**config.mk**
```make
export PLATFORM = sky130hd
export DESIGN_NAME = alu_driver_flat
export DESIGN_NICKNAME = d
export VERILOG_FILES = /design/src/rtl/alu_driver_if.sv /design/src/rtl/alu_driver.sv /design/src/flat_wrapper.sv
export SDC_FILE = /design/constraint.sdc
export NUM_CORES = 1
export LEC_CHECK = 0
export ABC_AREA = 1
export ABC_CLOCK_PERIOD_IN_PS = 3800
export CAP_MARGIN = 10
export CORE_MARGIN = 10
export CORE_UTILIZATION = 27
export DETAILED_ROUTE_END_ITERATION = 6
export HOLD_SLACK_MARGIN = 0.1
export PLACE_DENSITY = 0.43
export SLEW_MARGIN = 20
export SYNTH_ARGS = -nofsm -noshare
export SYNTH_HDL_FRONTEND = slang
export SYNTH_SLANG_ARGS = --single-unit
export TNS_END_PERCENT = 1
```
**constraint.sdc**
```tcl
create_clock -name i_clk -period 3.8 [get_ports i_clk]
set_clock_uncertainty 0.05 [all_clocks]
set_input_delay 0.76 -clock i_clk [delete_from_list [all_inputs] [get_ports i_clk]]
set_output_delay 0.76 -clock i_clk [all_outputs]
set_load 0.01 [all_outputs]
```
**src/rtl/alu_driver_if.sv**
```systemverilog
// -----------------------------------------------------------------------------
// alu_driver_if
// Bundles the command, add/sub unit and response signals of alu_driver.
//   slave  : the alu_driver side (accepts commands, drives ALU operands,
//            presents responses)
//   master : the environment side (offers commands, returns the ALU result,
//            consumes responses)
// Signals:
//   cmd_valid/cmd_ready, cmd_a, cmd_b, cmd_op    command handshake and payload
//   alu_a, alu_b, alu_op, alu_result             add/sub unit operands/result
//   rsp_valid/rsp_ready, rsp_result, rsp_err     response handshake and payload
//   rsp_count                                    response FIFO occupancy
// -----------------------------------------------------------------------------
interface alu_driver_if #(
  parameter int DEPTH = 4
);
  localparam int CW = $clog2(DEPTH) + 1;

  logic          cmd_valid;
  logic          cmd_ready;
  logic [3:0]    cmd_a;
  logic [3:0]    cmd_b;
  logic          cmd_op;
  logic [3:0]    alu_a;
  logic [3:0]    alu_b;
  logic          alu_op;
  logic [4:0]    alu_result;
  logic          rsp_valid;
  logic          rsp_ready;
  logic [4:0]    rsp_result;
  logic          rsp_err;
  logic [CW-1:0] rsp_count;

  modport slave (
    input  cmd_valid, cmd_a, cmd_b, cmd_op, alu_result, rsp_ready,
    output cmd_ready, alu_a, alu_b, alu_op, rsp_valid, rsp_result, rsp_err,
           rsp_count
  );

  modport master (
    output cmd_valid, cmd_a, cmd_b, cmd_op, alu_result, rsp_ready,
    input  cmd_ready, alu_a, alu_b, alu_op, rsp_valid, rsp_result, rsp_err,
           rsp_count
  );
endinterface

```
**src/rtl/alu_driver.sv**
```systemverilog
// -----------------------------------------------------------------------------
// alu_driver
// Queues add/subtract commands, drives them one at a time into an external
// registered add/sub unit, checks the returned result against an internally
// computed expected value and queues {result, mismatch} responses.
// Ports:
//   i_clk   : single clock, rising edge
//   i_rst_n : asynchronous active-low reset (release synchronised internally)
//   bus     : alu_driver_if.slave (command, ALU and response signals)
// Parameter:
//   DEPTH   : entries in each of the command and response FIFOs (power of 2, >=2)
//
// state      | meaning
// -----------+------------------------------------------------------------
// ST_IDLE    | waiting for a queued command and space in the response FIFO
// ST_DRIVE   | operands on alu_*, add/sub unit registers its result
// ST_CAPTURE | alu_result valid, pushed with mismatch flag on leaving
// -----------------------------------------------------------------------------
module alu_driver #(
  parameter int DEPTH = 4
) (
  input logic         i_clk,
  input logic         i_rst_n,
  alu_driver_if.slave bus
);
  localparam int AW = $clog2(DEPTH);
  localparam logic [AW:0]   FULL_CNT = (AW+1)'(DEPTH);
  localparam logic [AW:0]   ONE_CNT  = (AW+1)'(1);
  localparam logic [AW-1:0] ONE_PTR  = AW'(1);

  localparam logic [1:0] ST_IDLE    = 2'd0;
  localparam logic [1:0] ST_DRIVE   = 2'd1;
  localparam logic [1:0] ST_CAPTURE = 2'd2;

  // Release synchroniser: assertion is immediate, activity starts two edges
  // after release.
  logic [1:0] r_rst_sync;
  logic       w_run;

  always_ff @(posedge i_clk or negedge i_rst_n) begin
    if (!i_rst_n) r_rst_sync <= 2'b00;
    else          r_rst_sync <= {r_rst_sync[0], 1'b1};
  end

  assign w_run = r_rst_sync[1];

  // Command FIFO
  logic [8:0]    r_cmd_mem [DEPTH];
  logic [AW-1:0] r_cmd_wr;
  logic [AW-1:0] r_cmd_rd;
  logic [AW:0]   r_cmd_cnt;
  logic          w_cmd_full;
  logic          w_cmd_empty;
  logic          w_cmd_ready;
  logic          w_cmd_push;
  logic          w_cmd_pop;
  logic [8:0]    w_cmd_head;

  // Response FIFO
  logic [5:0]    r_rsp_mem [DEPTH];
  logic [AW-1:0] r_rsp_wr;
  logic [AW-1:0] r_rsp_rd;
  logic [AW:0]   r_rsp_cnt;
  logic          w_rsp_full;
  logic          w_rsp_valid;
  logic          w_rsp_push;
  logic          w_rsp_pop;

  // FSM and ALU drive
  logic [1:0]    r_state;
  logic [3:0]    r_alu_a;
  logic [3:0]    r_alu_b;
  logic          r_alu_op;
  logic [4:0]    r_exp;
  logic          w_issue;
  logic [4:0]    w_exp;

  assign w_cmd_full  = (r_cmd_cnt == FULL_CNT);
  assign w_cmd_empty = (r_cmd_cnt == '0);
  // Ready reads 1 while reset is held, then 0 until the synchroniser
  // releases, so nothing is accepted before the block is running.
  assign w_cmd_ready = ~w_cmd_full & (w_run | ~i_rst_n);
  assign w_cmd_push  = bus.cmd_valid & w_cmd_ready;
  assign w_cmd_pop   = w_issue;
  assign w_cmd_head  = r_cmd_mem[r_cmd_rd];

  assign w_rsp_full  = (r_rsp_cnt == FULL_CNT);
  assign w_rsp_valid = (r_rsp_cnt != '0);
  assign w_rsp_push  = (r_state == ST_CAPTURE);
  assign w_rsp_pop   = w_rsp_valid & bus.rsp_ready;

  // Issue only with space for the response; with a single op in flight the
  // response FIFO can then never overflow.
  assign w_issue = (r_state == ST_IDLE) & ~w_cmd_empty & ~w_rsp_full & w_run;

  // head layout: {op, a, b}; 5-bit modulo-32 result
  assign w_exp = w_cmd_head[8] ? ({1'b0, w_cmd_head[7:4]} - {1'b0, w_cmd_head[3:0]})
                               : ({1'b0, w_cmd_head[7:4]} + {1'b0, w_cmd_head[3:0]});

  always_ff @(posedge i_clk or negedge i_rst_n) begin
    if (!i_rst_n) begin
      r_cmd_wr  <= '0;
      r_cmd_rd  <= '0;
      r_cmd_cnt <= '0;
      for (int i = 0; i < DEPTH; i++) r_cmd_mem[i] <= '0;
    end else begin
      if (w_cmd_push) begin
        r_cmd_mem[r_cmd_wr] <= {bus.cmd_op, bus.cmd_a, bus.cmd_b};
        r_cmd_wr            <= r_cmd_wr + ONE_PTR;
      end
      if (w_cmd_pop) r_cmd_rd <= r_cmd_rd + ONE_PTR;
      case ({w_cmd_push, w_cmd_pop})
        2'b10:   r_cmd_cnt <= r_cmd_cnt + ONE_CNT;
        2'b01:   r_cmd_cnt <= r_cmd_cnt - ONE_CNT;
        default: r_cmd_cnt <= r_cmd_cnt;
      endcase
    end
  end

  always_ff @(posedge i_clk or negedge i_rst_n) begin
    if (!i_rst_n) begin
      r_state  <= ST_IDLE;
      r_alu_a  <= '0;
      r_alu_b  <= '0;
      r_alu_op <= 1'b0;
      r_exp    <= '0;
    end else begin
      case (r_state)
        ST_IDLE: begin
          if (w_issue) begin
            r_state  <= ST_DRIVE;
            r_alu_op <= w_cmd_head[8];
            r_alu_a  <= w_cmd_head[7:4];
            r_alu_b  <= w_cmd_head[3:0];
            r_exp    <= w_exp;
          end
        end
        ST_DRIVE:   r_state <= ST_CAPTURE;
        ST_CAPTURE: r_state <= ST_IDLE;
        default:    r_state <= ST_IDLE;
      endcase
    end
  end

  always_ff @(posedge i_clk or negedge i_rst_n) begin
    if (!i_rst_n) begin
      r_rsp_wr  <= '0;
      r_rsp_rd  <= '0;
      r_rsp_cnt <= '0;
      for (int i = 0; i < DEPTH; i++) r_rsp_mem[i] <= '0;
    end else begin
      if (w_rsp_push) begin
        r_rsp_mem[r_rsp_wr] <= {bus.alu_result, (bus.alu_result != r_exp)};
        r_rsp_wr            <= r_rsp_wr + ONE_PTR;
      end
      if (w_rsp_pop) r_rsp_rd <= r_rsp_rd + ONE_PTR;
      case ({w_rsp_push, w_rsp_pop})
        2'b10:   r_rsp_cnt <= r_rsp_cnt + ONE_CNT;
        2'b01:   r_rsp_cnt <= r_rsp_cnt - ONE_CNT;
        default: r_rsp_cnt <= r_rsp_cnt;
      endcase
    end
  end

  assign bus.cmd_ready  = w_cmd_ready;
  assign bus.alu_a      = r_alu_a;
  assign bus.alu_b      = r_alu_b;
  assign bus.alu_op     = r_alu_op;
  assign bus.rsp_valid  = w_rsp_valid;
  assign bus.rsp_result = r_rsp_mem[r_rsp_rd][5:1];
  assign bus.rsp_err    = r_rsp_mem[r_rsp_rd][0];
  assign bus.rsp_count  = r_rsp_cnt;
endmodule

```
**src/flat_wrapper.sv**
```systemverilog
// flat-port wrapper written by rule: the top's interface ports become plain ports
module alu_driver_flat 
#(
  parameter int DEPTH = 4
)
  (i_clk, i_rst_n, bus_cmd_valid, bus_cmd_a, bus_cmd_b, bus_cmd_op, bus_alu_result, bus_rsp_ready, bus_cmd_ready, bus_alu_a, bus_alu_b, bus_alu_op, bus_rsp_valid, bus_rsp_result, bus_rsp_err, bus_rsp_count);
  alu_driver_if #(.DEPTH(DEPTH)) bus_i ();
  input logic i_clk;
  input logic i_rst_n;
  input wire logic [$bits(bus_i.cmd_valid)-1:0] bus_cmd_valid;
  input wire logic [$bits(bus_i.cmd_a)-1:0] bus_cmd_a;
  input wire logic [$bits(bus_i.cmd_b)-1:0] bus_cmd_b;
  input wire logic [$bits(bus_i.cmd_op)-1:0] bus_cmd_op;
  input wire logic [$bits(bus_i.alu_result)-1:0] bus_alu_result;
  input wire logic [$bits(bus_i.rsp_ready)-1:0] bus_rsp_ready;
  output wire logic [$bits(bus_i.cmd_ready)-1:0] bus_cmd_ready;
  output wire logic [$bits(bus_i.alu_a)-1:0] bus_alu_a;
  output wire logic [$bits(bus_i.alu_b)-1:0] bus_alu_b;
  output wire logic [$bits(bus_i.alu_op)-1:0] bus_alu_op;
  output wire logic [$bits(bus_i.rsp_valid)-1:0] bus_rsp_valid;
  output wire logic [$bits(bus_i.rsp_result)-1:0] bus_rsp_result;
  output wire logic [$bits(bus_i.rsp_err)-1:0] bus_rsp_err;
  output wire logic [$bits(bus_i.rsp_count)-1:0] bus_rsp_count;
  assign bus_i.cmd_valid = bus_cmd_valid;
  assign bus_i.cmd_a = bus_cmd_a;
  assign bus_i.cmd_b = bus_cmd_b;
  assign bus_i.cmd_op = bus_cmd_op;
  assign bus_i.alu_result = bus_alu_result;
  assign bus_i.rsp_ready = bus_rsp_ready;
  assign bus_cmd_ready = bus_i.cmd_ready;
  assign bus_alu_a = bus_i.alu_a;
  assign bus_alu_b = bus_i.alu_b;
  assign bus_alu_op = bus_i.alu_op;
  assign bus_rsp_valid = bus_i.rsp_valid;
  assign bus_rsp_result = bus_i.rsp_result;
  assign bus_rsp_err = bus_i.rsp_err;
  assign bus_rsp_count = bus_i.rsp_count;
  alu_driver #(.DEPTH(DEPTH)) u_core (.i_clk(i_clk), .i_rst_n(i_rst_n), .bus(bus_i));
endmodule
```
==> flow_summary_export.csv, run 1 <==
group,metric,value,unit
clocking,max-clock-path-buffers,2,
power_and_ir_drop,leakage,2.49,nW
detailed_routing,routed_wirelength,9930,um
global_route,track_usage,9.51,%
timing,max_freq,0.336,GHz
synthesis,yosys_warnings,0,
clocking,htree_levels,3,
setup_path,crit_path_start_kind,"register",
synthesis,yosysTopAreaCell,"dfrtp_1",
layout,nFillCells,1703,
floorplan,initial_core_util,27.5,%
global_route,grt_pass1_vias,3177,
global_route,grt_max_degree,48,
synthesis,synth_area_leaders,"dfrtp_1 (53%), nand2_1 (11%), o21ai_0 (6.2%)",
synthesis,synth_area_per_cell,8.98,sq um
setup_path,cp_slowest_cell,"clkdlybuf4s50_1",
clocking,numClockSinks,92,
clocking,clk_latency,340,ps
synthesis,ys_seq_area_share,52.6,%
clocking,cts_setup_buffers,0,
timing,finalSetupViolations,0,
layout,fin_util,33.1,%
detailed_routing,ant_nets,0,
flow_run,max_cap_viol_count,0,
layout,multi_input_area,1790,sq um
detailed_routing,avgRoutedWirePerCell,13.4,um
power_and_ir_drop,peakVddDrop,362,uV
floorplan,die_area,21700,sq um
clocking,ctsResizeCount,0,
detailed_routing,drt_iter0_drc,167,
layout,seq_area,2300,sq um
floorplan,rows,46,
timing,hold_viol,0,
clocking,cts_tree,"yes",
layout,syn2layout_area_growth,20.4,%
detailed_routing,dr.pass1.iters,4,
synthesis,yosys.area.top_type_share,52.6,%
timing,finalSetupTns,0,ps
clocking,cts_buffers,9,
synthesis,yosys.cell_types.count,30,
power_and_ir_drop,powerDensity,967,nW/um^2
min_path,hp-class,"register to register",
setup_path,cp.arrival,2170,ps
synthesis,yosys_register_bits,92,
floorplan,die_y,147,um
outcome,status,"complete, no violations",
timing,fin_crit_sh,78.4,%
setup_path,path_class,"register to output pin",
global_route,grt_pass1_wl,16600,um
timing,fin_crit,2980,ps
floorplan,io-pin-count,38,
timing,relSlewSlack,58.2,%
synthesis,syn-num-nets,524,
setup_path,crit_chain,"inv_1 -> o21ai_0 -> o22ai_1 -> clkdlybuf4s50_1",
global_route,antenna_found_initial,0,
placed_design,place_congestion,0.747,
detailed_routing,via_per_inst,4.36,
clocking,clock-root-buffer,"clkbuf_16",
floorplan,core,15900,sq um
detailed_routing,drc_errors,0,
timing,worstMarginPinSlew,627,ps
layout,diodes,0,
clocking,clk_pin_slew,60,ps
layout,drive_gt1_share,5.69,%
floorplan,fp.dieW,147,um
synthesis,synthesis.area,4370,sq um
setup_path,end_kind,"output pin",
placed_design,portBuffers,37,
setup_path,r2r_setup_slack,970,ps
placed_design,place_ws,931,ps
timing,slew_violations,0,
clocking,hold_buffers,0,
global_route,grt-ovfl-total,0,
layout,layout.nets,559,
placed_design,post-dp-hpwl,7010,um
setup_path,worstPathRequired,2990,ps
detailed_routing,vias,3238,
timing,setup_slack,822,ps
synthesis,syn_inst,487,
timing,rsz0062_at_grt,"no",
setup_path,cp_max_fo,15,
setup_path,max_stage_delay,580,ps
==> logic make-up after synthesis <==
family,count (synthesis),share of synthesized area [%]
other cells,1,0.0857
flops,92,52.6
xor+xnor,17,3.40
compound gates,110,13.8
simple gates,183,17.7
buf+inv,65,6.49
fa+ha+maj,19,5.95
==> final timing paths <==
kind	from	end	cells past startpoint
hold / removal	u_core.r_rst_sync[0]	u_core.r_rst_sync[1]	0
hold reg to reg	u_core.r_rst_sync[0]	u_core.r_rst_sync[1]	0
min in group asynchronous	i_rst_n	u_core.r_rsp_mem[19]	2
max in group asynchronous	i_rst_n	u_core.r_cmd_mem[31]	3
setup reg to reg	u_core.r_cmd_rd[0]	u_core.r_exp[4]	16
setup / recovery	u_core.r_rsp_rd[0]	bus_rsp_result[2]	4
==> cells in the mapped netlist (all sizes together) <==
cell	number
nand2	134
dfrtp	92
o21ai	90
inv	46
nor2	24
nand3	22
ha	16
buf	11
xor2	10
a21oi	8
o22ai	8
clkbuf	7
xnor2	7
fa	3
a32oi	2
a32o	1
and2	1
clkinv	1
conb	1
nand4	1
nor3b	1
o21a	1
==> final cells by class <==
type / count / share of cell area (%)
multi-input cells: 330 / 34.0
well taps: 216 / 5.13
clock buffers: 13 / 5.32
flip-flops and latches: 92 / 43.7
repair buffers: 42 / 7.70
inverters: 47 / 3.35
clock inverters: 3 / 0.808
==> worst max-delay path: cells and delay by family (launching register included) <==
kind	cells	cell delay [ps]
AOI/OAI and AO/OA	2	300
buffers and inverters	2	960
DFF	1	560
==> state kept, by name, summed over array words and instances, names as in the netlist, 3 cells and up <==
register / flops
u_core.bus.alu_b: 4
u_core.bus.rsp_count: 3
u_core.r_cmd_cnt: 3
u_core.r_rsp_mem: 24
u_core.bus.alu_a: 4
u_core.r_exp: 5
u_core.r_cmd_mem: 36
==> layer usage <==
metal / routed length [um] / track usage (%) / up-vias / share of wire [%]
met5: 0 / 0 / - / 0
met4: 142 / 3.12 / 0 / 1.4
met3: 406 / 3.16 / 12 / 4.1
met2: 4650 / 15.1 / 56 / 47
met1: 4730 / 11.9 / 1526 / 48
li1: - / - / 1644 / -
==> power breakdown <==
part / internal, mW / switching (mW) / total, mW
Clock: 0.580 / 0.365 / 0.945
Sequential: 1.45 / 0.303 / 1.75
Combinational: 1.03 / 1.36 / 2.39
==> layout by cell type (no fill, tap or decap), drive strengths merged, types with 2 or more instances in the layout <==
cell type      instances
nand2                134
dfrtp                 92
o21ai                 90
inv                   46
clkdlybuf4s50         36
nor2                  24
nand3                 22
ha                    16
clkbuf                13
xor2                  10
a21oi                  8
o22ai                  8
xnor2                  7
buf                    6
fa                     3
clkinv                 2
a32oi                  2
==> through the flow <==
stage                     power [mW]  hold WS, ps  instances  cell area (sq um)
after floorplan                 3.44          281        487               4370
after global placement          4.15          286        727               4940
after detailed placement        4.20          287        727               4940
after CTS                       5.18          304        743               5270
after global routing            5.63          308        743               5270
final                           5.09          301        743               5270
Power figures use the tool's default switching activity.
==> run 2: changes to the inputs <==
--- a/config.mk
+++ b/config.mk
@@ -6,13 +6,13 @@
 export NUM_CORES = 1
 export LEC_CHECK = 0
 export ABC_AREA = 1
-export ABC_CLOCK_PERIOD_IN_PS = 3800
+export ABC_CLOCK_PERIOD_IN_PS = 2600
 export CAP_MARGIN = 10
 export CORE_MARGIN = 10
 export CORE_UTILIZATION = 27
 export DETAILED_ROUTE_END_ITERATION = 6
 export HOLD_SLACK_MARGIN = 0.1
-export PLACE_DENSITY = 0.43
+export PLACE_DENSITY = 0.45
 export SLEW_MARGIN = 20
 export SYNTH_ARGS = -nofsm -noshare
 export SYNTH_HDL_FRONTEND = slang
==> constraint.sdc (replaced) <==
create_clock -name i_clk -period 2.6 [get_ports i_clk]
set_clock_uncertainty 0.05 [all_clocks]
set_input_delay 0.52 -clock i_clk [delete_from_list [all_inputs] [get_ports i_clk]]
set_output_delay 0.52 -clock i_clk [all_outputs]
set_load 0.01 [all_outputs]
==> flow_summary_export.csv, run 2 (same netlist as run 1, synthesis figures left out) <==
group,metric,value,unit
outcome,status,"complete, no violations",
setup_path,crit_chain,"clkinvlp_4 -> o21ai_0 -> o22ai_1 -> clkdlybuf4s50_1",
floorplan,die_y,147,um
setup_path,reg2reg_to,"u_core.r_exp[4]",
setup_path,cp.arrival,1820,ps
global_route,grt_pass1_vias,3366,
placed_design,post-dp-hpwl,7310,um
clocking,cts_tree,"yes",
setup_path,max_stage_delay,490,ps
timing,slew_violations,0,
detailed_routing,wl_met1,4870,um
detailed_routing,vias,3261,
detailed_routing,wl_met2,4700,um
detailed_routing,wl_met3,380,um
setup_path,reg2reg_from,"u_core.r_cmd_rd[0]",
power_and_ir_drop,peakVddDrop,508,uV
setup_path,end_kind,"output pin",
timing,fin_crit_sh,91.8,%
floorplan,io-pin-count,38,
layout,regMostFlops,"u_core.r_cmd_mem",
layout,nFillCells,1698,
layout,layout.nets,569,
detailed_routing,drt_iter0_drc,139,
global_route,track_usage,9.82,%
clocking,clk_pin_slew,60,ps
setup_path,path_class,"register to output pin",
global_route,grt-ovfl-total,0,
timing,fin_crit,2390,ps
setup_path,cp_slowest_cell,"clkdlybuf4s50_1",
setup_path,r2r_setup_slack,260,ps
flow_run,max_cap_viol_count,0,
layout,largestRegisters,"u_core.r_cmd_mem (36), u_core.r_rsp_mem (24), u_core.r_exp (5)",
layout,most-common-layout-cells,"nand2_1 (134), dfrtp_1 (92), o21ai_0 (53), inv_1 (43), clkdlybuf4s50_1 (36)",
timing,worstMarginPinSlew,779,ps
min_path,hp-class,"input port to async pin",
clocking,cts_buffers,9,
power_and_ir_drop,leakage,2.52,nW
detailed_routing,drc_errors,0,
detailed_routing,ant_nets,0,
power_and_ir_drop,powerDensity,1420,nW/um^2
timing,relSlewSlack,48.0,%
timing,hold_viol,0,
layout,largest_reg_flops,36,
layout,final_common_cell,"nand2_1",
layout,fin_util,33.5,%
global_route,grt_max_degree,62,
layout,drive_gt1_share,7.28,%
detailed_routing,routed_wirelength,10000,um
setup_path,r2r_cells,15,
floorplan,core,15900,sq um
clocking,max-clock-path-buffers,2,
layout,diodes,0,
setup_path,cp_max_fo,12,
timing,rsz0062_at_grt,"no",
clocking,clk_latency,340,ps
timing,finalSetupTns,0,ps
floorplan,die_area,21700,sq um
detailed_routing,avgRoutedWirePerCell,13.3,um
timing,finalSetupViolations,0,
clocking,htree_levels,3,
detailed_routing,highest_layer,"met4",
placed_design,portBuffers,37,
clocking,numClockSinks,92,
placed_design,place_congestion,0.763,
layout,syn2layout_area_growth,21.7,%
clocking,clock-root-buffer,"clkbuf_16",
global_route,grt_pass1_wl,17200,um
floorplan,fp.dieW,147,um
detailed_routing,via_per_inst,4.34,
floorplan,rows,46,
floorplan,initial_core_util,27.5,%
global_route,antenna_found_initial,0,
setup_path,worstPathRequired,2030,ps
detailed_routing,dr.pass1.iters,4,
setup_path,crit_path_start_kind,"register",
timing,max_freq,0.419,GHz
[run 2: changes by cell type in the layout (fill, tap and decap cells not counted)]
cell | previous run | this run
inv_2 | 1 | 2
clkbuf_1 | 0 | 2
buf_4 | 6 | 16
o21ai_1 | 34 | 35
clkinv_2 | 1 | 0
clkbuf_8 | 4 | 3
inv_1 | 45 | 43
o21ai_0 | 54 | 53
[run 2: worst max-delay path by stage]
stage          cells after the start  slack, ps                   to               start
2_1_floorplan                     16        220      u_core.r_exp[4]  u_core.r_cmd_rd[1]
3_3_place_gp                       8        250  u_core.r_cmd_cnt[2]       bus_cmd_valid
3_5_place_dp                      15        160      u_core.r_exp[4]  u_core.r_cmd_rd[0]
4_1_cts                            4         50          bus_rsp_err  u_core.r_rsp_rd[1]
5_1_grt                            4         20          bus_rsp_err  u_core.r_rsp_rd[0]
6_report                           4        210          bus_rsp_err  u_core.r_rsp_rd[0]
[run 2: layout make-up]
| cell class | instances | area [sq um] | share of cell area (%) |
|---|---|---|---|
| sequential | 92 | 2300 | 43.2 |
| tap | 216 | 270 | 5.08 |
| clock inverter | 1 | 30.0 | 0.564 |
| multi-input combinational | 330 | 1790 | 33.6 |
| clock buffer | 14 | 274 | 5.15 |
| timing repair buffer | 52 | 480 | 9.02 |
| inverter | 47 | 180 | 3.38 |
[run 2: worst max-delay path, delay by kind of cell (launching register included)]
family,cells,cell delay [ps]
compound gates,2,320
buf+inv,2,730
flops,1,430
[run 2: repair_timing]
action	4_1_cts	5_1_grt
setup buffers	0	1
hold buffers	0	0
gates resized for setup	0	3
setup endpoints to repair	0	5
[run 2: report_power, final]
group / internal (mW) / switching (mW) / leakage, nW
clock network: 0.819 / 0.520 / 0.149
registers: 2.12 / 0.439 / 1.13
logic: 1.64 / 2.02 / 1.25
total: 4.58 / 2.98 / 2.52
[run 2: per-stage QoR]
| step | setup slack (ps) | cell area, sq um | hold slack, ps | total power [mW] | instances |
|---|---|---|---|---|---|
| 3_3_place_gp | 250 | 5010 | 284 | 6.21 | 736 |
| 5_1_grt | 18.8 | 5330 | 224 | 8.33 | 752 |
| 4_1_cts | 46.1 | 5310 | 202 | 7.68 | 751 |
| 6_report | 214 | 5330 | 198 | 7.56 | 752 |
| 3_5_place_dp | 164 | 5010 | 285 | 6.29 | 736 |
| 2_1_floorplan | 222 | 4370 | 174 | 5.03 | 487 |
[run 2: metal layers]
metal  global-route usage, %  vias to the layer above
met2                    15.7                       42
met1                    12.3                     1553
li1                        -                     1659
met3                    3.47                        7
met5                       0                        -
met4                    2.63                        0
==> run 3: changes to the inputs <==
--- a/config.mk
+++ b/config.mk
@@ -8,8 +8,10 @@
 export ABC_AREA = 1
 export ABC_CLOCK_PERIOD_IN_PS = 2600
 export CAP_MARGIN = 10
+export CORE_ASPECT_RATIO = 0.75
 export CORE_MARGIN = 10
 export CORE_UTILIZATION = 27
+export CTS_BUF_LIST = sky130_fd_sc_hd__clkbuf_8
 export DETAILED_ROUTE_END_ITERATION = 6
 export HOLD_SLACK_MARGIN = 0.1
 export PLACE_DENSITY = 0.45
@@ -17,4 +19,4 @@
 export SYNTH_ARGS = -nofsm -noshare
 export SYNTH_HDL_FRONTEND = slang
 export SYNTH_SLANG_ARGS = --single-unit
-export TNS_END_PERCENT = 1
+export TNS_END_PERCENT = 50
==> flow_summary_export.csv, run 3 (same netlist as run 1, synthesis figures left out) <==
group,metric,value,unit
clocking,numClockSinks,92,
power_and_ir_drop,leakage,2.53,nW
timing,fin_crit,2430,ps
clocking,cts_buffers,9,
layout,most-common-layout-cells,"nand2_1 (134), dfrtp_1 (89), o21ai_0 (54), inv_1 (44), clkdlybuf4s50_1 (35)",
detailed_routing,drt_iter0_drc,279,
layout,fin_util,33.2,%
clocking,htree_levels,3,
power_and_ir_drop,power,7.51,mW
setup_path,cp.arrival,1860,ps
global_route,antenna_found_initial,0,
timing,finalSetupTns,0,ps
detailed_routing,wl_met1,5330,um
layout,syn2layout_area_growth,21.0,%
detailed_routing,wl_met2,4380,um
layout,final_cell_area,5290,sq um
timing,finalSetupViolations,0,
setup_path,path_class,"register to output pin",
floorplan,die_y,130,um
floorplan,fp.dieW,167,um
setup_path,reg2reg_to,"u_core.r_exp[4]",
layout,drive_gt1_share,9.24,%
detailed_routing,dr.pass1.iters,4,
setup_path,cp_max_fo,7,
detailed_routing,avgRoutedWirePerCell,13.8,um
setup_path,reg2reg_from,"u_core.r_cmd_rd[0]",
detailed_routing,via_per_inst,4.41,
setup_path,worstPathRequired,2030,ps
clocking,clock-root-buffer,"clkbuf_8",
floorplan,rows,40,
detailed_routing,ant_nets,0,
layout,regMostFlops,"u_core.r_cmd_mem",
detailed_routing,vias,3314,
clocking,clk_pin_slew,100,ps
global_route,grt_pass1_wl,17900,um
clocking,clk_latency,360,ps
floorplan,io-pin-count,38,
placed_design,post-dp-hpwl,7630,um
timing,hold_viol,0,
timing,fin_crit_sh,93.4,%
outcome,status,"complete, no violations",
global_route,grt_pass1_vias,3418,
flow_run,max_cap_viol_count,0,
floorplan,core,16000,sq um
timing,worstMarginPinSlew,853,ps
clocking,max-clock-path-buffers,2,
detailed_routing,wl_met3,477,um
setup_path,r2r_cells,15,
layout,seq_area,2310,sq um
layout,multi_input_area,1790,sq um
detailed_routing,drc_errors,0,
floorplan,initial_core_util,27.4,%
global_route,track_usage,10.1,%
timing,slew_violations,0,
floorplan,die_area,21700,sq um
placed_design,dpl-instance-area,5020,sq um
setup_path,end_kind,"output pin",
min_path,hp-class,"input port to async pin",
layout,diodes,0,
layout,largest_reg_flops,36,
layout,largestRegisters,"u_core.r_cmd_mem (36), u_core.r_rsp_mem (24), u_core.r_exp (5)",
layout,final_common_cell,"nand2_1",
global_route,grt-ovfl-total,0,
power_and_ir_drop,powerDensity,1420,nW/um^2
placed_design,place_congestion,0.793,
clocking,cts_tree,"yes",
timing,max_freq,0.412,GHz
setup_path,r2r_setup_slack,220,ps
timing,relSlewSlack,43.2,%
global_route,grt_max_degree,67,
power_and_ir_drop,peakVddDrop,509,uV
layout,nFillCells,1675,
layout,layout.nets,573,
setup_path,crit_path_start_kind,"register",
detailed_routing,routed_wirelength,10400,um
detailed_routing,highest_layer,"met4",
placed_design,portBuffers,37,
run 3: cell count changes in the layout (fill, tap and decap cells not counted), moves of 2 or more:
cell	change
clkbuf_16	-9
clkbuf_8	+6
bufinv_16	+2
dfrtp_1	-3
inv_2	+2
dfrtp_2	+3
buf_4	+3
clkbuf_1	-2
run 3: worst max-delay path, cell delays in order (launching register included):
cell and delay [ps]:
dfrtp_2 490, inv_2 160, o21ai_0 120, o22ai_1 150, clkdlybuf4s50_1 580
run 3: power by group:
part	switching, mW	internal (mW)	total (mW)
Clock	0.523	0.638	1.16
Sequential	0.447	2.12	2.57
Combinational	2.07	1.71	3.78
Total	3.04	4.47	7.51
run 3: metal layers:
layer | global-route usage, % | up-vias
met5 | 0 | -
met4 | 2.99 | 0
met3 | 2.82 | 13
met2 | 15.0 | 58
met1 | 14.0 | 1578
li1 | - | 1665
run 3: worst max path at each step:
| stage | startpoint | slack [ps] | to |
|---|---|---|---|
| after global placement | u_core.r_cmd_rd[0] | 250 | u_core.r_exp[4] |
| final | u_core.r_rsp_rd[1] | 170 | bus_rsp_result[2] |
| after floorplan | u_core.r_cmd_rd[1] | 220 | u_core.r_exp[4] |
| after global routing | u_core.r_cmd_rd[0] | -10 | u_core.r_exp[4] |
| after detailed placement | u_core.r_cmd_rd[0] | 220 | u_core.r_exp[4] |
| after CTS | u_core.r_rsp_rd[0] | 60 | bus_rsp_err |
run 3: what timing repair did:
item | 4_1_cts | 5_1_grt
hold buffers | 0 | 0
endpoints found under the setup margin | 1 | 4
setup buffers | 0 | 2
gates cloned | 0 | 0
pin swaps | 0 | 3
gates resized for setup | 2 | 7
run 3: layout make-up:
| type | count | area share [%] |
|---|---|---|
| Timing Repair Buffer | 56 | 9.76 |
| Tap cell | 210 | 4.96 |
| Clock buffer | 9 | 2.34 |
| Inverter | 47 | 3.33 |
| Sequential cell | 92 | 43.6 |
| Clock inverter | 7 | 2.17 |
| Multi-Input combinational cell | 330 | 33.9 |
run 3: stage by stage:
| stage | hold slack (ps) | setup slack (ps) | std cells |
|---|---|---|---|
| 6_report | 129 | 173 | 751 |
| 2_1_floorplan | 174 | 222 | 487 |
| 3_5_place_dp | 285 | 223 | 733 |
| 4_1_cts | 140 | 63.6 | 749 |
| 5_1_grt | 153 | -14.6 | 751 |
| 3_3_place_gp | 282 | 250 | 733 |
==> edit 1: new RTL, settings of run 1 <==
Put a register stage on the output `bus.rsp_err`. The value now appears one clock later.
--- a/src/rtl/alu_driver.sv
+++ b/src/rtl/alu_driver.sv
@@ -168,7 +168,9 @@
   assign bus.alu_op     = r_alu_op;
   assign bus.rsp_valid  = w_rsp_valid;
   assign bus.rsp_result = r_rsp_mem[r_rsp_rd][5:1];
-  assign bus.rsp_err    = r_rsp_mem[r_rsp_rd][0];
+  always_ff @(posedge i_clk) begin
+    bus.rsp_err <= r_rsp_mem[r_rsp_rd][0];
+  end
   assign bus.rsp_count  = r_rsp_cnt;
 endmodule
 
Check against the original RTL: not equivalent (a bounded check fails within 10 cycles, from zero or initial values and one cycle with i_rst_n low).
==> edit 1 against run 1 <==
- cell area about the same
- sequential cell count up 1
- area after synthesis up 0.14%
- via count down 0.31%
- critical path depth unchanged
- utilization about the same
- routed wire length down 0.63%
- setup slack better by 0.0078 ns
- global-route usage up 0.15 points
- power down 0.82%
- maximum frequency up 0.26%
- largest cell class unchanged
- highest routed layer unchanged
==> edit 1: results (changes against run 1) <==
Finish
  • Layout Nets: 557 (-0.36%)
  • Share of cells above drive strength 1: 5.70% (+0.011 points)

Synthesis
  • Synth area leaders: dfrtp_1, nand2_1, o21ai_0
  • Synth Area in Compound Gates: 13.8% (+0.037 points)
  • Xor and xnor area share after synthesis: 3.40% (-0.0049 points)
  • Synth unique cells: 32 (+6.7%)
  • Synth Net Count: 522 (-0.38%)
  • Most frequent cells after synthesis: nand2_1, dfrtp_1, o21ai_0
  • Post-Synth Adder-Cell Area: 5.66% (-0.29 points)
  • Synth async-reset ratio: 98.9% (-1.1 points)
  • Sequential share of the synthesized area: 53.0% (+0.38 points)

Outcome
  • Status: finished, final reports clean

Drt
  • Wire length on met1: 4.76 mm (+0.53%)
  • Post-DR wirelength/cell: 13.3 um (-0.50%)
  • First drt pass iteration count: 4 (unchanged)
  • DR iter-0 viols: 172 (+3.0%)
  • Via count of the routed design: 3,228 (-0.31%)
  • Met2 wire length: 4.68 mm (+0.58%)
  • WL met3: 345 um (-15%)

Global route
  • Number of global-route vias before repair: 3,250 (+2.3%)
  • First-pass GRT wire length: 17.0 mm (+2.6%)
  • GRT Total Usage: 9.66% (+0.15 points)
  • Largest net degree at the start of global routing: 48 (unchanged)

Worst hold path
  • Hold Path Depth: 0 (unchanged)

Timing
  • Worst Tran Pin Value: 0.610 ns (-0.0169 ns)
  • Post-layout min period: 2.97 ns (-0.00780 ns)

CTS
  • # Post-CTS Setup Buffers: 0 (unchanged)

Placement
  • Placer congestion estimate: 0.731 (-2.2%)
  • DP HPWL: 7.08 mm (+0.96%)
  • Area after DPL: 4950 sq um (+0.13%)
  • Pre-CTS WS: 0.917 ns (-0.0139 ns)

Power and ir drop
  • Lkg Pwr: 2.49 nW (about the same)
  • Maximum vdd drop: 0.307 mV (-15%)

Job
  • MaxCap Viol Count: 0 (unchanged)
-- edit 1: layout make-up --
class / count / area, sq um
well taps: 216 / 270
clock inverters: 4 / 45.0
flip-flops and latches: 93 / 2320
repair buffers: 42 / 405
fillers: 1705 / 10600
multi-input cells: 329 / 1780
clock buffers: 12 / 267
inverters: 46 / 173
-- edit 1: metal layers --
metal / vias up / track usage, %
met2: 45 / 15.6
met4: 0 / 2.97
met3: 5 / 3.02
li1: 1635 / -
met5: - / 0
met1: 1543 / 12.1
-- edit 1: metrics by stage --
stage / hold slack (ns) / total power, mW / instances
after floorplan: 0.281 / 3.45 / 486
after global placement: 0.289 / 4.14 / 726
after detailed placement: 0.299 / 4.20 / 726
after CTS: 0.317 / 5.14 / 742
after global routing: 0.320 / 5.59 / 742
final: 0.308 / 5.05 / 742
-- edit 1: report_power, final --
group / internal, mW / switching [mW]
combinational: 1.03 / 1.33
clock: 0.560 / 0.358
sequential: 1.46 / 0.307
==> edit 2: new RTL, flow settings as in run 1 <==
Without the edit above. `DEPTH` is set to 4 in 3 places; all go to 8.
--- a/src/rtl/alu_driver_if.sv
+++ b/src/rtl/alu_driver_if.sv
@@ -12,7 +12,7 @@
 //   rsp_count                                    response FIFO occupancy
 // -----------------------------------------------------------------------------
 interface alu_driver_if #(
-  parameter int DEPTH = 4
+  parameter int DEPTH = 8
 );
   localparam int CW = $clog2(DEPTH) + 1;
 
--- a/src/rtl/alu_driver.sv
+++ b/src/rtl/alu_driver.sv
@@ -17,7 +17,7 @@
 // ST_CAPTURE | alu_result valid, pushed with mismatch flag on leaving
 // -----------------------------------------------------------------------------
 module alu_driver #(
-  parameter int DEPTH = 4
+  parameter int DEPTH = 8
 ) (
   input logic         i_clk,
   input logic         i_rst_n,
--- a/src/flat_wrapper.sv
+++ b/src/flat_wrapper.sv
@@ -1,7 +1,7 @@
 // flat-port wrapper written by rule: the top's interface ports become plain ports
 module alu_driver_flat 
 #(
-  parameter int DEPTH = 4
+  parameter int DEPTH = 8
 )
   (i_clk, i_rst_n, bus_cmd_valid, bus_cmd_a, bus_cmd_b, bus_cmd_op, bus_alu_result, bus_rsp_ready, bus_cmd_ready, bus_alu_a, bus_alu_b, bus_alu_op, bus_rsp_valid, bus_rsp_result, bus_rsp_err, bus_rsp_count);
   alu_driver_if #(.DEPTH(DEPTH)) bus_i ();
Interface: changed (resized bus_rsp_count); port bits go from 38 to 39. No check against the original RTL was run, so the function may have changed too.
==> edit 2 against run 1 <==
- sequential cell count increased by 66
- routed wire length increased by 92%
- power increased by 67%
- cell area increased by 68%
- sequential share of layout area increased by 1.0 points
- count of clock-buffer cells in the layout increased by 6
- clock power increased by 88%
- final cell count increased by 75%
- area after synthesis increased by 73%
- setup slack got worse by 0.41 ns
- critical path type unchanged
- largest cell class unchanged
- largest power group unchanged
==> edit 2: results (changes against run 1) <==
Drt
  • Post-DR wirelength/cell: 14.7 um (+9.7%)
  • Drt via density: 4.39 (+0.71%)
  • DR iter-0 viols: 292 (+75%)

Synthesis
  • Synth area leaders: dfrtp_1, nand2_1, o21ai_0
  • Most frequent cells after synthesis: nand2_1, dfrtp_1, o21ai_0
  • Mapped Cells: 883 (+81%)
  • Synth unique cells: 34 (+13%)
  • Sequential share of the synthesized area: 52.4% (-0.24 points)

Worst setup path
  • Reg2reg path depth: 12 (-4)
  • Crit. Startpoint: u_core.r_rsp_rd[1]$_DFFE_PN0P_
  • Slowest CP cell: dfrtp_1
  • Crit path DAT: 2.57 ns (+0.40 ns)
  • Largest stage delay on the critical path: 0.73 ns (+0.15 ns)
  • Crit path max fanout: 19 (+4)

Worst hold path
  • Worst min path class: input pin to async pin

Power and ir drop
  • Lkg Pwr: 4.12 nW (+66%)
  • Maximum vdd drop: 0.323 mV (-11%)

CTS
  • Total CTS buffers: 17 (+8)

Placement
  • Area after DPL: 8230 sq um (+66%)
  • Pre-CTS WS: 0.845 ns (-0.0863 ns)
  • Placer congestion estimate: 0.731 (-2.1%)
  • Placed cell count: 1,269 (+75%)

Finish
  • Layout Nets: 946 (+69%)
  • Top Registers: u_core.r_cmd_mem (72), u_core.r_rsp_mem (48), u_core.r_exp (5)
  • Share of cells above drive strength 1: 7.48% (+1.8 points)

Outcome
  • Status: finished, final reports clean

Global route
  • Largest net degree at the start of global routing: 68 (+42%)
-- edit 2: layer usage --
layer	vias to the layer above	global-route usage, %	part of all wire, %	wire length [um]
met5	-	0	0	0
met2	62	18.4	48	9060
li1	2927	-	-	-
met1	2710	14.7	49	9390
met3	11	2.13	2.6	488
met4	0	2.61	0.69	132
-- edit 2: path summary, 6_finish.rpt --
| kind | endpoint | slack [ns] |
|---|---|---|
| max | bus_rsp_err | 0.42 |
| min reg2reg | u_core.r_rst_sync[1]$_DFF_PN0_ | 0.30 |
| max in group asynchronous | u_core.r_cmd_mem[56]$_DFFE_PN0P_ | 2.29 |
| max reg2reg | u_core.r_exp[3]$_DFFE_PN0P_ | 0.81 |
| min in group i_clk | u_core.r_rst_sync[1]$_DFF_PN0_ | 0.30 |
| min | u_core.bus.rsp_count[0]$_DFFE_PN0P_ | 0.16 |
-- edit 2: cell type report --
class / count / area (sq um)
clock inverter: 13 / 165
sequential: 158 / 3950
fill: 2972 / 18900
timing repair buffer: 44 / 427
inverter: 85 / 319
clock buffer: 19 / 443
tap: 378 / 473
multi-input combinational: 604 / 3060
-- edit 2: power by group --
| group | leakage (nW) | switching, mW | internal [mW] |
|---|---|---|---|
| logic | 1.94 | 2.22 | 1.52 |
| clock network | 0.286 | 0.723 | 1.05 |
| registers | 1.90 | 0.503 | 2.46 |
| total | 4.12 | 3.45 | 5.04 |
-- edit 2: logic make-up after synthesis --
family | synth area share, %
buffers and inverters | 7.13
AO/OA/AOI/OAI | 16.9
AND/OR/NAND/NOR | 17.6
adder cells (fa/ha/maj) | 3.18
other | 0.0497
multiplexers | 0.298
XOR/XNOR | 2.44
flip-flops | 52.4
